===== src/rtl/arbitro_rr_param_pkg.sv =====
// Shared definitions for the transaction-layer arbiter: FSM encoding, init code,
// arbitration mode constants and a constant-foldable clog2.
package pcie_tl_pkg;

    typedef logic [1:0] fsm_t;

    localparam fsm_t ST_INIT  = 2'd0;
    localparam fsm_t ST_ARB   = 2'd1;
    localparam fsm_t ST_STALL = 2'd2;

    localparam logic [3:0] INIT_CODE_DEF = 4'b0001;

    localparam int MODE_FIXED = 0;
    localparam int MODE_RR    = 1;

    function automatic int clog2(input int n);
        int r;
        r = 0;
        while ((1 << r) < n) begin
            r = r + 1;
        end
        return r;
    endfunction

endpackage


===== src/rtl/arbitro_rr_param_if.sv =====
// Bus between the arbiter and its FIFO/controller environment.
// stall_cnt exists only when ARB_STALL_STATS_EN is defined.
interface arbitro_rr_param_if #(
    parameter int NUM_CH = 4
);
    import pcie_tl_pkg::*;

    localparam int IDX_W = clog2(NUM_CH);

    logic [3:0]          state;
    logic [NUM_CH-1:0]   almost_full;
    logic [NUM_CH-1:0]   empty_orange;
    logic [NUM_CH-1:0]   empty_purple;
    logic [NUM_CH-1:0]   pop;
    logic                push;
    logic [IDX_W-1:0]    push_ch;
    logic [2*NUM_CH-1:0] empties;
`ifdef ARB_STALL_STATS_EN
    logic [15:0]         stall_cnt;

    modport slave  (input  state, almost_full, empty_orange, empty_purple,
                    output pop, push, push_ch, empties, stall_cnt);
    modport master (output state, almost_full, empty_orange, empty_purple,
                    input  pop, push, push_ch, empties, stall_cnt);
`else
    modport slave  (input  state, almost_full, empty_orange, empty_purple,
                    output pop, push, push_ch, empties);
    modport master (output state, almost_full, empty_orange, empty_purple,
                    input  pop, push, push_ch, empties);
`endif

endinterface


===== src/rtl/arbitro_rr_param_rr_select.sv =====
// Rotating-priority finder: first set request at or above start_i, wrapping
// modulo N. Start index 0 degenerates to fixed lowest-index priority.
module rr_select #(
    parameter int N     = 4,
    parameter int IDX_W = 2
) (
    input  logic [N-1:0]     req_i,
    input  logic [IDX_W-1:0] start_i,
    output logic [N-1:0]     grant_o,
    output logic [IDX_W-1:0] idx_o,
    output logic             valid_o
);

    // Scan from the farthest offset down so the nearest hit wins last.
    always_comb begin
        int          pos;
        logic        hit;
        logic [IDX_W-1:0] best;
        logic        any;
        best = '0;
        any  = 1'b0;
        for (int k = N - 1; k >= 0; k--) begin
            pos = int'(start_i) + k;
            pos = (pos >= N) ? pos - N : pos;
            hit  = req_i[IDX_W'(pos)];
            best = hit ? IDX_W'(pos) : best;
            any  = any | hit;
        end
        idx_o   = best;
        valid_o = any;
        grant_o = any ? ({{(N-1){1'b0}}, 1'b1} << best) : '0;
    end

endmodule


===== src/rtl/arbitro_rr_param.sv =====
// Parametrised orange-FIFO arbiter: fixed-priority or burst round-robin pop,
// registered push toward destinations. Optional stall statistics: ARB_STALL_STATS_EN.
module arbitro_rr_param
    import pcie_tl_pkg::*;
#(
    parameter int         NUM_CH    = 4,
    parameter int         MODE      = 1,
    parameter int         BURST     = 4,
    parameter logic [3:0] INIT_CODE = INIT_CODE_DEF
) (
    input logic              clk,
    input logic              reset_L,
    arbitro_rr_param_if.slave bus
);

    localparam int IDX_W = clog2(NUM_CH);

    fsm_t             fsm_q, fsm_d;
    logic [IDX_W-1:0] cur_q, cur_d;
    logic [3:0]       cnt_q, cnt_d;
    logic [3:0]       cnt_inc_s;
    logic             push_q;
    logic [IDX_W-1:0] push_ch_q;

    logic             init_s;
    logic             bp_s;
    logic             pop_en_s;
    logic [NUM_CH-1:0] req_s;
    logic [NUM_CH-1:0] sel_gnt_s;
    logic [IDX_W-1:0] sel_idx_s;
    logic [IDX_W-1:0] start_s;
    logic             sel_valid_s;

    assign init_s  = (bus.state == INIT_CODE);
    assign bp_s    = |bus.almost_full;
    assign req_s   = ~bus.empty_orange;
    assign start_s = (MODE == MODE_RR) ? cur_q : '0;

    rr_select #(
        .N     (NUM_CH),
        .IDX_W (IDX_W)
    ) u_rr_select (
        .req_i   (req_s),
        .start_i (start_s),
        .grant_o (sel_gnt_s),
        .idx_o   (sel_idx_s),
        .valid_o (sel_valid_s)
    );

    // Init and backpressure gate the grant combinationally so no pop leaks.
    assign pop_en_s     = !init_s && !bp_s && sel_valid_s;
    assign bus.pop      = pop_en_s ? sel_gnt_s : '0;
    assign bus.empties  = init_s ? '0 : {bus.empty_purple, bus.empty_orange};
    assign bus.push     = push_q;
    assign bus.push_ch  = push_ch_q;

    // Controller FSM next state
    always_comb begin
        fsm_d = fsm_q;
        if (init_s) begin
            fsm_d = ST_INIT;
        end else begin
            case (fsm_q)
                ST_INIT:  fsm_d = ST_ARB;
                ST_ARB:   fsm_d = bp_s ? ST_STALL : ST_ARB;
                ST_STALL: fsm_d = bp_s ? ST_STALL : ST_ARB;
                default:  fsm_d = ST_INIT;
            endcase
        end
    end

    // Burst bookkeeping: a switch of channel restarts the count at 1.
    always_comb begin
        cur_d     = cur_q;
        cnt_d     = cnt_q;
        cnt_inc_s = (sel_idx_s == cur_q) ? (cnt_q + 4'd1) : 4'd1;
        if (init_s) begin
            cur_d = '0;
            cnt_d = 4'd0;
        end else if (pop_en_s && (MODE == MODE_RR)) begin
            if (cnt_inc_s == 4'(BURST)) begin
                cur_d = (sel_idx_s == IDX_W'(NUM_CH - 1)) ? '0 : (sel_idx_s + IDX_W'(1));
                cnt_d = 4'd0;
            end else begin
                cur_d = sel_idx_s;
                cnt_d = cnt_inc_s;
            end
        end else begin
            cur_d = cur_q;
            cnt_d = cnt_q;
        end
    end

    // State, burst and push registers; push mirrors the one-cycle FIFO read latency.
    always_ff @(posedge clk or negedge reset_L) begin
        if (!reset_L) begin
            fsm_q     <= ST_INIT;
            cur_q     <= '0;
            cnt_q     <= 4'd0;
            push_q    <= 1'b0;
            push_ch_q <= '0;
        end else begin
            fsm_q  <= fsm_d;
            cur_q  <= cur_d;
            cnt_q  <= cnt_d;
            push_q <= pop_en_s;
            if (pop_en_s) begin
                push_ch_q <= sel_idx_s;
            end else begin
                push_ch_q <= push_ch_q;
            end
        end
    end

`ifdef ARB_STALL_STATS_EN
    logic [15:0] stall_q;
    logic        stall_ev_s;

    assign stall_ev_s    = !init_s && bp_s && (|req_s);
    assign bus.stall_cnt = stall_q;

    // Saturating count of cycles where traffic was ready but blocked downstream.
    always_ff @(posedge clk or negedge reset_L) begin
        if (!reset_L) begin
            stall_q <= 16'd0;
        end else if (init_s) begin
            stall_q <= 16'd0;
        end else if (stall_ev_s && (stall_q != 16'hFFFF)) begin
            stall_q <= stall_q + 16'd1;
        end else begin
            stall_q <= stall_q;
        end
    end
`endif

endmodule


===== src/flat_wrapper.sv =====
// flat-port wrapper written by rule: the top's interface ports become plain ports
module arbitro_rr_param_flat import pcie_tl_pkg::*;
#(
    parameter int         NUM_CH    = 4,
    parameter int         MODE      = 1,
    parameter int         BURST     = 4,
    parameter logic [3:0] INIT_CODE = INIT_CODE_DEF
)
  (clk, reset_L, bus_state, bus_almost_full, bus_empty_orange, bus_empty_purple, bus_pop, bus_push, bus_push_ch, bus_empties);
  arbitro_rr_param_if #(.NUM_CH(NUM_CH)) bus_i ();
  input logic clk;
  input logic reset_L;
  input wire logic [$bits(bus_i.state)-1:0] bus_state;
  input wire logic [$bits(bus_i.almost_full)-1:0] bus_almost_full;
  input wire logic [$bits(bus_i.empty_orange)-1:0] bus_empty_orange;
  input wire logic [$bits(bus_i.empty_purple)-1:0] bus_empty_purple;
  output wire logic [$bits(bus_i.pop)-1:0] bus_pop;
  output wire logic [$bits(bus_i.push)-1:0] bus_push;
  output wire logic [$bits(bus_i.push_ch)-1:0] bus_push_ch;
  output wire logic [$bits(bus_i.empties)-1:0] bus_empties;
  assign bus_i.state = bus_state;
  assign bus_i.almost_full = bus_almost_full;
  assign bus_i.empty_orange = bus_empty_orange;
  assign bus_i.empty_purple = bus_empty_purple;
  assign bus_pop = bus_i.pop;
  assign bus_push = bus_i.push;
  assign bus_push_ch = bus_i.push_ch;
  assign bus_empties = bus_i.empties;
  arbitro_rr_param #(.NUM_CH(NUM_CH), .MODE(MODE), .BURST(BURST), .INIT_CODE(INIT_CODE)) u_core (.clk(clk), .reset_L(reset_L), .bus(bus_i));
endmodule

===== config.mk =====
export PLATFORM = sky130hd
export DESIGN_NAME = arbitro_rr_param_flat
export DESIGN_NICKNAME = d
export VERILOG_FILES = /design/src/rtl/arbitro_rr_param_pkg.sv /design/src/rtl/arbitro_rr_param_if.sv /design/src/rtl/arbitro_rr_param_rr_select.sv /design/src/rtl/arbitro_rr_param.sv /design/src/flat_wrapper.sv
export SDC_FILE = /design/constraint.sdc
export NUM_CORES = 1
export LEC_CHECK = 0
export CAP_MARGIN = 20
export CELL_PAD_IN_SITES_DETAIL_PLACEMENT = 1
export CELL_PAD_IN_SITES_GLOBAL_PLACEMENT = 1
export CORE_MARGIN = 10
export CORE_UTILIZATION = 27
export DETAILED_ROUTE_END_ITERATION = 16
export PLACE_DENSITY = 0.79
export SLEW_MARGIN = 20
export SYNTH_ARGS = -nofsm -noshare
export SYNTH_HDL_FRONTEND = slang
export SYNTH_SLANG_ARGS = --single-unit
export TNS_END_PERCENT = 50

===== constraint.sdc =====
create_clock -name clk -period 3.2 [get_ports clk]
set_clock_uncertainty 0.05 [all_clocks]
set_input_delay 0.96 -clock clk [delete_from_list [all_inputs] [get_ports clk]]
set_output_delay 0.96 -clock clk [all_outputs]
set_load 0.03 [all_outputs]

==> results of run 1 <==
==> Yosys cell counts (all sizes together), types with 2 or more instances <==
master  count  share of area
a21oi       4          0.026
and2       12          0.097
inv         6          0.029
dfrtp       9           0.29
or4b        2          0.031
o21ai       7          0.045
nand2       8          0.039
nand3       4          0.026
ha          5          0.081
a211o       2          0.023
nand2b      5          0.040
buf         3          0.031
nor2        7          0.034
==> cells in the final DEF (no fill, tap or decap), types with 3 or more instances in the layout <==
cell type	count
a21oi_1	3
and2_1	8
and2_4	4
buf_2	9
buf_4	21
buf_6	10
clkbuf_2	4
clkbuf_4	3
clkdlybuf4s50_1	8
dfrtp_1	9
ha_4	3
inv_2	3
nand2_1	7
nand2b_1	4
nand3_1	4
nor2_1	7
o21ai_0	7
==> worst min-delay path, delay by kind of cell, from the launching register on <==
kind             cells  cell delay, ns
AND/OR/NAND/NOR      2            0.12
flip-flops           1            0.35
==> cells by family (layout without fill, tap and decap cells) <==
kind of cell,count (synthesis),in the layout,synth area share
AO/OA/AOI/OAI,23,23,0.2303
XOR/XNOR,1,1,0.01127
adder cells (fa/ha/maj),5,5,0.08052
buffers and inverters,10,66,0.06440
flip-flops,9,9,0.2899
multiplexers,2,2,0.02737
AND/OR/NAND/NOR,41,41,0.2963
==> metrics by stage <==
stage	hold WS [ns]	cell area (sq um)
after floorplan	0.4165	790.8
after global placement	0.4127	1236
after detailed placement	0.4410	1236
after CTS	0.4643	1339
after global routing	0.5044	1370
final	0.4573	1370
==> power breakdown <==
group          switching, uW  internal [uW]  total (uW)
sequential              22.9            130         152
combinational            116            108         225
clock                   39.7           46.0        85.7
total                    179            284         463
==> path summary, 6_finish.rpt <==
| path | end | from | slack (ns) |
|---|---|---|---|
| max | bus_pop[2] | bus_almost_full[3] | -0.03 |
| min | u_core.bus.push_ch[0] | u_core.bus.push_ch[0] | 0.46 |
| max reg2reg | u_core.cur_q[0] | u_core.cnt_q[0] | 1.09 |
| min reg2reg | u_core.bus.push_ch[0] | u_core.bus.push_ch[0] | 0.46 |
| max in group asynchronous | u_core.cnt_q[2] | reset_L | 1.86 |
| min in group asynchronous | u_core.cnt_q[1] | reset_L | 0.95 |
==> timing repair <==
action | in CTS | in global routing
setup buffers | 5 | 2
setup endpoints to repair | 12 | 8
pin swaps | 8 | 6
resized for setup | 83 | 18
==> routing by layer <==
| metal | routed length (um) | vias up |
|---|---|---|
| met1 | 1172 | 422 |
| met5 | 0 | - |
| li1 | - | 434 |
| met4 | 0 | 0 |
| met2 | 1569 | 31 |
| met3 | 246 | 0 |
==> flip-flops by register name (all words and copies together) (netlist names) <==
name and count:
u_core.bus.push 1, u_core.cnt_q 4, u_core.cur_q 2, u_core.bus.push_ch 2
==> cell type report <==
| type | count | area, sq um | area share |
|---|---|---|---|
| Tap cell | 31 | 38.79 | 0.02831 |
| Sequential cell | 9 | 225.2 | 0.1644 |
| Clock buffer | 3 | 22.52 | 0.01644 |
| Timing Repair Buffer | 56 | 452.9 | 0.3306 |
| Inverter | 6 | 25.02 | 0.01826 |
| Clock inverter | 1 | 5.005 | 0.003653 |
| Multi-Input combinational cell | 72 | 600.6 | 0.4384 |
==> flow_metrics.py, run 1 <==
metrics = {
    "status": {
        "status": "finished, violations left",
        "violations": "setup timing",
    },
    "timing": {
        "timing.final.crit_period_ns": 3.228,
        "fin_crit_sh": 1.009,
        "relSlewSlack": 0.7266,
        "tightest_slew_ns": 0.4088,
        "rsz0062_at_grt": "yes",
        "maxSlewViolCount": 0,
        "max_freq_mhz": 309.8,
        "hold_viol_final": 0,
        "worst_slack_ns": -0.02831,
        "setup_viol": 4,
        "fin_setup_tns_ns": -0.09756,
    },
    "setup_path": {
        "path_cells": "buf_6 > or4_4 > a211o_1 > inv_2 > and2_4 > buf_6",
        "r2r_cells": 5,
        "arrival_ns": 2.22,
        "cp.depth": 6,
        "crit_type": "input pin to output pin",
        "worstPathRequired_ns": 2.19,
        "setup.worst_path.start_class": "input pin",
        "cp_top_family": "simple AND/OR/NAND/NOR gates",
        "cp_common_cell": "buf_6",
        "path_buf_inv": 3,
        "cp_max_fo": 5,
        "crit_slowest_cell": "or4_4",
        "cp-end-kind": "output pin",
        "slowest_delay_ns": 0.52,
    },
    "power": {
        "p_total_uw": 462.8,
        "leakage_uw": 0.0006478,
        "power_density_nw_per_um2": 337.8,
        "vdd_drop_max_mv": 0.2699,
    },
    "yosys": {
        "yosys.cell_types.count": 33,
        "synth_warnings": 0,
        "synth_nets": 114,
        "synth_area_sq_um": 777.0,
        "yosysSeqAreaShare": 0.2899,
        "synth_enable_flop_cells": 0,
        "synth-async-reset-ratio": 1.000,
        "syn_inst": 91,
        "synth-seq-cells": 9,
        "synth_ff_type": "dfrtp_1",
        "synth.avg_cell_area_sq_um": 8.538,
    },
    "placed_design": {
        "pre_cts_slack_ns": -0.7589,
        "portBuffers": 32,
        "gp_congestion": 0.7539,
        "dpl.cell_count": 167,
        "dp_hpwl_um": 2365,
    },
    "die": {
        "die-area_sq_um": 5424,
        "start_util": 0.2818,
        "io_pins": 33,
        "die_h_um": 73.65,
        "die_width_um": 73.65,
        "core.rowCount": 19,
        "coreArea_sq_um": 2758,
    },
    "clocking": {
        "clock_latency_ns": 0.26,
        "cts.sink_count": 9,
        "clk_pin_slew_worst_paths_ns": 0.07,
        "hold_buffers": 0,
        "cts_tree": "done",
        "root_buffer": "clkbuf_4",
        "cts_made_buffers": 3,
        "cts_buffer_depth": 2,
        "cts_max_level": 1,
    },
    "global_routing": {
        "grtUsageMet3": 0.03230,
        "grt-ovfl-total": 0,
        "grt_use_met1": 0.1216,
        "top_usage_layer": "met2",
        "grt_pass1_vias": 995,
        "grt_max_degree": 10,
        "met2_usage": 0.2074,
        "antenna_found_initial": 0,
        "grt_usage": 0.1114,
        "grt_first_pass_wirelength_um": 4933,
    },
    "hold_path": {
        "holdPathStages": 2,
        "hp-class": "flip-flop to flip-flop",
    },
    "route": {
        "dr_total_vias": 887,
        "drt-total-wl_um": 2988,
        "vias_per_cell": 4.983,
        "drc": 0,
        "drtIter0Drc": 22,
        "dr.pass1.iters": 4,
        "ant_nets": 0,
        "post_drt_wl_per_cell_um": 16.79,
    },
    "flow_run": {
        "max-cap-violations": 0,
    },
    "final_layout": {
        "syn_to_final_growth_pct": 76.33,
        "drive_above_1_share": 0.5034,
        "instances_no_fill": 178,
        "n_fill_cell": 331,
        "diodes": 0,
        "utilization": 0.4968,
        "fin_nets": 171,
    },
}
Note: power is estimated with default switching activity, not from simulation.
==> run 2, diff against run 1 <==
==> constraint.sdc (replaced) <==
create_clock -name clk -period 3.2 [get_ports clk]
set_clock_uncertainty 0.05 [all_clocks]
set_input_delay 0.96 -clock clk [delete_from_list [all_inputs] [get_ports clk]]
set_output_delay 0.96 -clock clk [all_outputs]
set_load 0.02 [all_outputs]
==> flow_metrics.py, run 2 (synthesis gave the netlist of run 1 again) <==
metrics = {
    "clocking": {
        "clock_latency_ns": 0.26,
        "cts.sink_count": 9,
        "cts_max_level": 1,
        "cts_buffer_depth": 2,
        "clk_pin_slew_worst_paths_ns": 0.06,
        "root_buffer": "clkbuf_4",
        "cts_made_buffers": 3,
        "cts_tree": "done",
    },
    "die": {
        "die_h_um": 73.65,
        "start_util": 0.2818,
        "die_width_um": 73.65,
        "core.rowCount": 19,
        "io_pins": 33,
        "coreArea_sq_um": 2758,
        "die-area_sq_um": 5424,
    },
    "power": {
        "pwr-share-comb": 0.489,
        "vdd_drop_max_mv": 0.2798,
        "power_density_nw_per_um2": 334.5,
        "power_frac_seq": 0.319,
        "net-switching-power_uw": 166.1,
        "p_total_uw": 455.0,
        "leakage_uw": 0.0006505,
        "p_sw_frac": 0.3651,
        "p_int_uw": 288.9,
        "clockPowerShare": 0.192,
    },
    "setup_path": {
        "cp-end-kind": "output pin",
        "path_buf_inv": 3,
        "slowest_delay_ns": 0.52,
        "crit_slowest_cell": "or4_4",
        "setup.worst_path.start_class": "input pin",
        "cp_common_cell": "buf_6",
        "path_cells": "buf_6 > or4_4 > a211o_1 > inv_2 > and2_4 > buf_6",
        "worstPathRequired_ns": 2.19,
        "crit_type": "input pin to output pin",
        "cp_max_fo": 5,
        "arrival_ns": 2.26,
        "cp_top_family": "simple AND/OR/NAND/NOR gates",
    },
    "timing": {
        "hold_viol_final": 0,
        "setup_viol": 4,
        "relSlewSlack": 0.7328,
        "timing.final.crit_period_ns": 3.267,
        "fin_crit_sh": 1.021,
        "rsz0062_at_grt": "yes",
        "maxSlewViolCount": 0,
        "max_freq_mhz": 306.1,
        "worst_slack_ns": -0.06739,
        "tightest_slew_ns": 0.3996,
    },
    "route": {
        "post_drt_wl_per_cell_um": 16.71,
        "drc": 0,
        "drtIter0Drc": 16,
        "ant_nets": 0,
        "drt-total-wl_um": 2958,
        "dr.pass1.iters": 3,
        "vias_per_cell": 4.977,
        "dr_total_vias": 881,
    },
    "final_layout": {
        "n_fill_cell": 337,
        "top_register": "u_core.cnt_q",
        "mostFrequentLayoutCell": "buf_4",
        "drive_above_1_share": 0.4932,
        "largest_reg_flops": 4,
        "multi_input_area_sq_um": 584.3,
        "regArea_sq_um": 225.2,
        "layout_common_cells": "25 x buf_4, 9 x and2_4, 9 x buf_6, 9 x dfrtp_1",
        "syn_to_final_growth_pct": 75.04,
        "diodes": 0,
        "fin_nets": 170,
        "design_area_sq_um": 1360,
    },
    "global_routing": {
        "grt-ovfl-total": 0,
        "grt_usage": 0.1103,
        "grt_first_pass_wirelength_um": 4905,
        "grt_pass1_vias": 996,
        "grt_max_degree": 10,
        "antenna_found_initial": 0,
    },
    "placed_design": {
        "dp_hpwl_um": 2198,
        "gp_congestion": 0.7060,
        "placed_cell_area_sq_um": 1231,
        "portBuffers": 32,
        "pre_cts_slack_ns": -0.9373,
    },
    "status": {
        "status": "finished, violations left",
        "violations": "setup timing",
    },
    "hold_path": {
        "hp-class": "flip-flop to flip-flop",
    },
    "flow_run": {
        "max-cap-violations": 0,
    },
}
run 2: worst register-to-register path, cell delays in order (launching register included):
cell and delay, ns:
dfrtp_1 0.42, ha_1 0.32, nand2b_1 0.21, a2111oi_4 0.45, or4b_4 0.51, o211ai_2 0.08
run 2: final timing paths:
check                           slack, ns                     to             startpoint  cells after the start
worst max-delay path                -0.07             bus_pop[1]     bus_almost_full[2]                      6
worst min-delay path                 0.44  u_core.bus.push_ch[0]  u_core.bus.push_ch[0]                      2
worst max register to register       1.08        u_core.cur_q[0]        u_core.cnt_q[0]                      5
worst min register to register       0.44  u_core.bus.push_ch[0]  u_core.bus.push_ch[0]                      2
max in group asynchronous            1.88        u_core.cnt_q[3]                reset_L                      1
min in group asynchronous            0.94        u_core.bus.push                reset_L                      1
run 2: repair_timing:
action                                  in CTS  in global routing
pin swaps                                   10                  5
setup buffers                                4                  4
resized for setup                          103                  7
hold buffers                                 0                  0
endpoints found under the setup margin      12                  4
run 2: cell type report:
type                            count  area share
Clock buffer                        3     0.01656
Clock inverter                      1    0.003680
Inverter                            6     0.01656
Multi-Input combinational cell     72      0.4296
Sequential cell                     9      0.1656
Tap cell                           31     0.02852
Timing Repair Buffer               55      0.3395
run 2: layer usage:
| metal | up-vias | wire length [um] | track usage |
|---|---|---|---|
| li1 | 428 | - | - |
| met1 | 422 | 1413 | 0.1363 |
| met2 | 29 | 1336 | 0.1828 |
| met3 | 2 | 198 | 0.02826 |
| met4 | 0 | 8 | 0.03106 |
| met5 | - | 0 | 0 |
run 2: power groups by stage:
stage          Sequential [uW]  Combinational (uW)  Clock [uW]
3_3_place_gp               145                 184           0
6_report                   145                 222        87.4
4_1_cts                    144                 211        92.4
2_1_floorplan              151                93.7           0
3_5_place_dp               146                 192           0
5_1_grt                    148                 246         100
run 2: metrics by stage:
step | setup TNS (ns) | std cells | utilization | hold slack, ns
2_1_floorplan | 0 | 91 | - | 0.4165
3_3_place_gp | -8.190 | 165 | 0.4465 | 0.4119
3_5_place_dp | -8.515 | 165 | 0.4465 | 0.4205
4_1_cts | -0.2586 | 173 | 0.4805 | 0.4477
5_1_grt | -0.3655 | 177 | 0.4932 | 0.4860
6_report | -0.2530 | 177 | 0.4932 | 0.4403
==> RTL edit, RTL diff (flow settings as in run 2) <==
`NUM_CH` is set to 4 in 3 places; all go to 2.
--- a/src/rtl/arbitro_rr_param_if.sv
+++ b/src/rtl/arbitro_rr_param_if.sv
@@ -2,5 +2,5 @@
 // stall_cnt exists only when ARB_STALL_STATS_EN is defined.
 interface arbitro_rr_param_if #(
-    parameter int NUM_CH = 4
+    parameter int NUM_CH = 2
 );
     import pcie_tl_pkg::*;
--- a/src/rtl/arbitro_rr_param.sv
+++ b/src/rtl/arbitro_rr_param.sv
@@ -4,5 +4,5 @@
     import pcie_tl_pkg::*;
 #(
-    parameter int         NUM_CH    = 4,
+    parameter int         NUM_CH    = 2,
     parameter int         MODE      = 1,
     parameter int         BURST     = 4,
--- a/src/flat_wrapper.sv
+++ b/src/flat_wrapper.sv
@@ -2,5 +2,5 @@
 module arbitro_rr_param_flat import pcie_tl_pkg::*;
 #(
-    parameter int         NUM_CH    = 4,
+    parameter int         NUM_CH    = 2,
     parameter int         MODE      = 1,
     parameter int         BURST     = 4,
Ports: changed (6 resized); port bits go from 33 to 20. No check against the original RTL was run, so the function may have changed too.
==> RTL edit against run 2 <==
- sequential power fell by 6%
- setup slack improved by 0.099 ns
- synthesized area fell by 49%
- total power fell by 28%
- count of clock-buffer cells in the layout rose by 1
- sequential cell count fell by 2
- cell area fell by 49%
- hold slack improved by 0.054 ns
- wire length fell by 53%
- synthesized cell count fell by 53%
- largest cell class unchanged
- highest routed layer unchanged
==> RTL edit: results (changes against run 2) <==
[power]
leakage_nw=0.316  ; was 0.650 nW
pwr-share-seq_pct=41.5  ; was 31.9%
intPower_mw=0.212  ; was 0.289 mW

[worst_setup_path]
worstPathMaxFanout=3  ; was 5
critPathMaxStageDelay_ns=0.43  ; was 0.52 ns
worst_path_max_delay_cell=or3_4  ; was or4_4

[placed_design]
pre_cts_ws_ns=-0.520  ; was -0.937 ns
place_hpwl_um=1190  ; was 2200 um
place_congestion=0.708  ; was 0.706
placedInstanceArea_sq_um=662  ; was 1230 sq um

[final_layout]
seq_share_pct=25.3  ; was 16.6%
clkbuf_count=4  ; was 3
num-multi-input-gates=34  ; was 72
multi_input_area_sq_um=236  ; was 584 sq um
drive_gt1_share_pct=32.9  ; was 49.3%
final_net_count=87  ; was 170

[global_route]
grt_pass1_wl_um=2260  ; was 4910 um
grt.met3_usage_pct=2.61  ; was 2.83%
use_met2_pct=15.6  ; was 18.3%
gr-usage-met1_pct=8.20  ; was 13.6%

[detailed_routing]
drt_iter0_drc=0  ; was 16
met1_length_um=529  ; was 1410 um
wl_met3_um=49  ; was 198 um
vias=440  ; was 881

[clock_tree]
clock-sinks=7  ; was 9

[yosys]
synth_compound_area_share_pct=8.89  ; was 23.0%
ys_seq_area_share_pct=44.4  ; was 29.0%
synth.distinct_cells=22  ; was 33
synth_xor_area_share_pct=6.67  ; was 1.13%

[sta]
setup_viol=0  ; was 4

[status]
status=finished clean  ; was finished, violations left

[RTL edit: cell types whose count changed in the layout (fill, tap and decap cells not counted), moves of 6 or more]
cell           delta
buf_6             -8
dlygate4sd2_1     -6
and2_4            -8
buf_4            -15
[RTL edit: final timing paths]
check                                   start  slack, ns            endpoint  cells after the start
max                        bus_almost_full[0]       0.03          bus_pop[1]                      5
min                        u_core.bus.push_ch       0.49  u_core.bus.push_ch                      1
max reg2reg                   u_core.cnt_q[0]       1.53        u_core.cur_q                      5
min reg2reg                u_core.bus.push_ch       0.49  u_core.bus.push_ch                      1
max in group asynchronous             reset_L       1.94     u_core.cnt_q[0]                      1
min in group asynchronous             reset_L       0.91     u_core.cnt_q[1]                      1
[RTL edit: repair_timing]
item / in CTS / in global routing
endpoints found under the hold margin: 0 / 0
pin swaps: 0 / 2
resized for setup: 29 / 5
endpoints found under the setup margin: 6 / 2
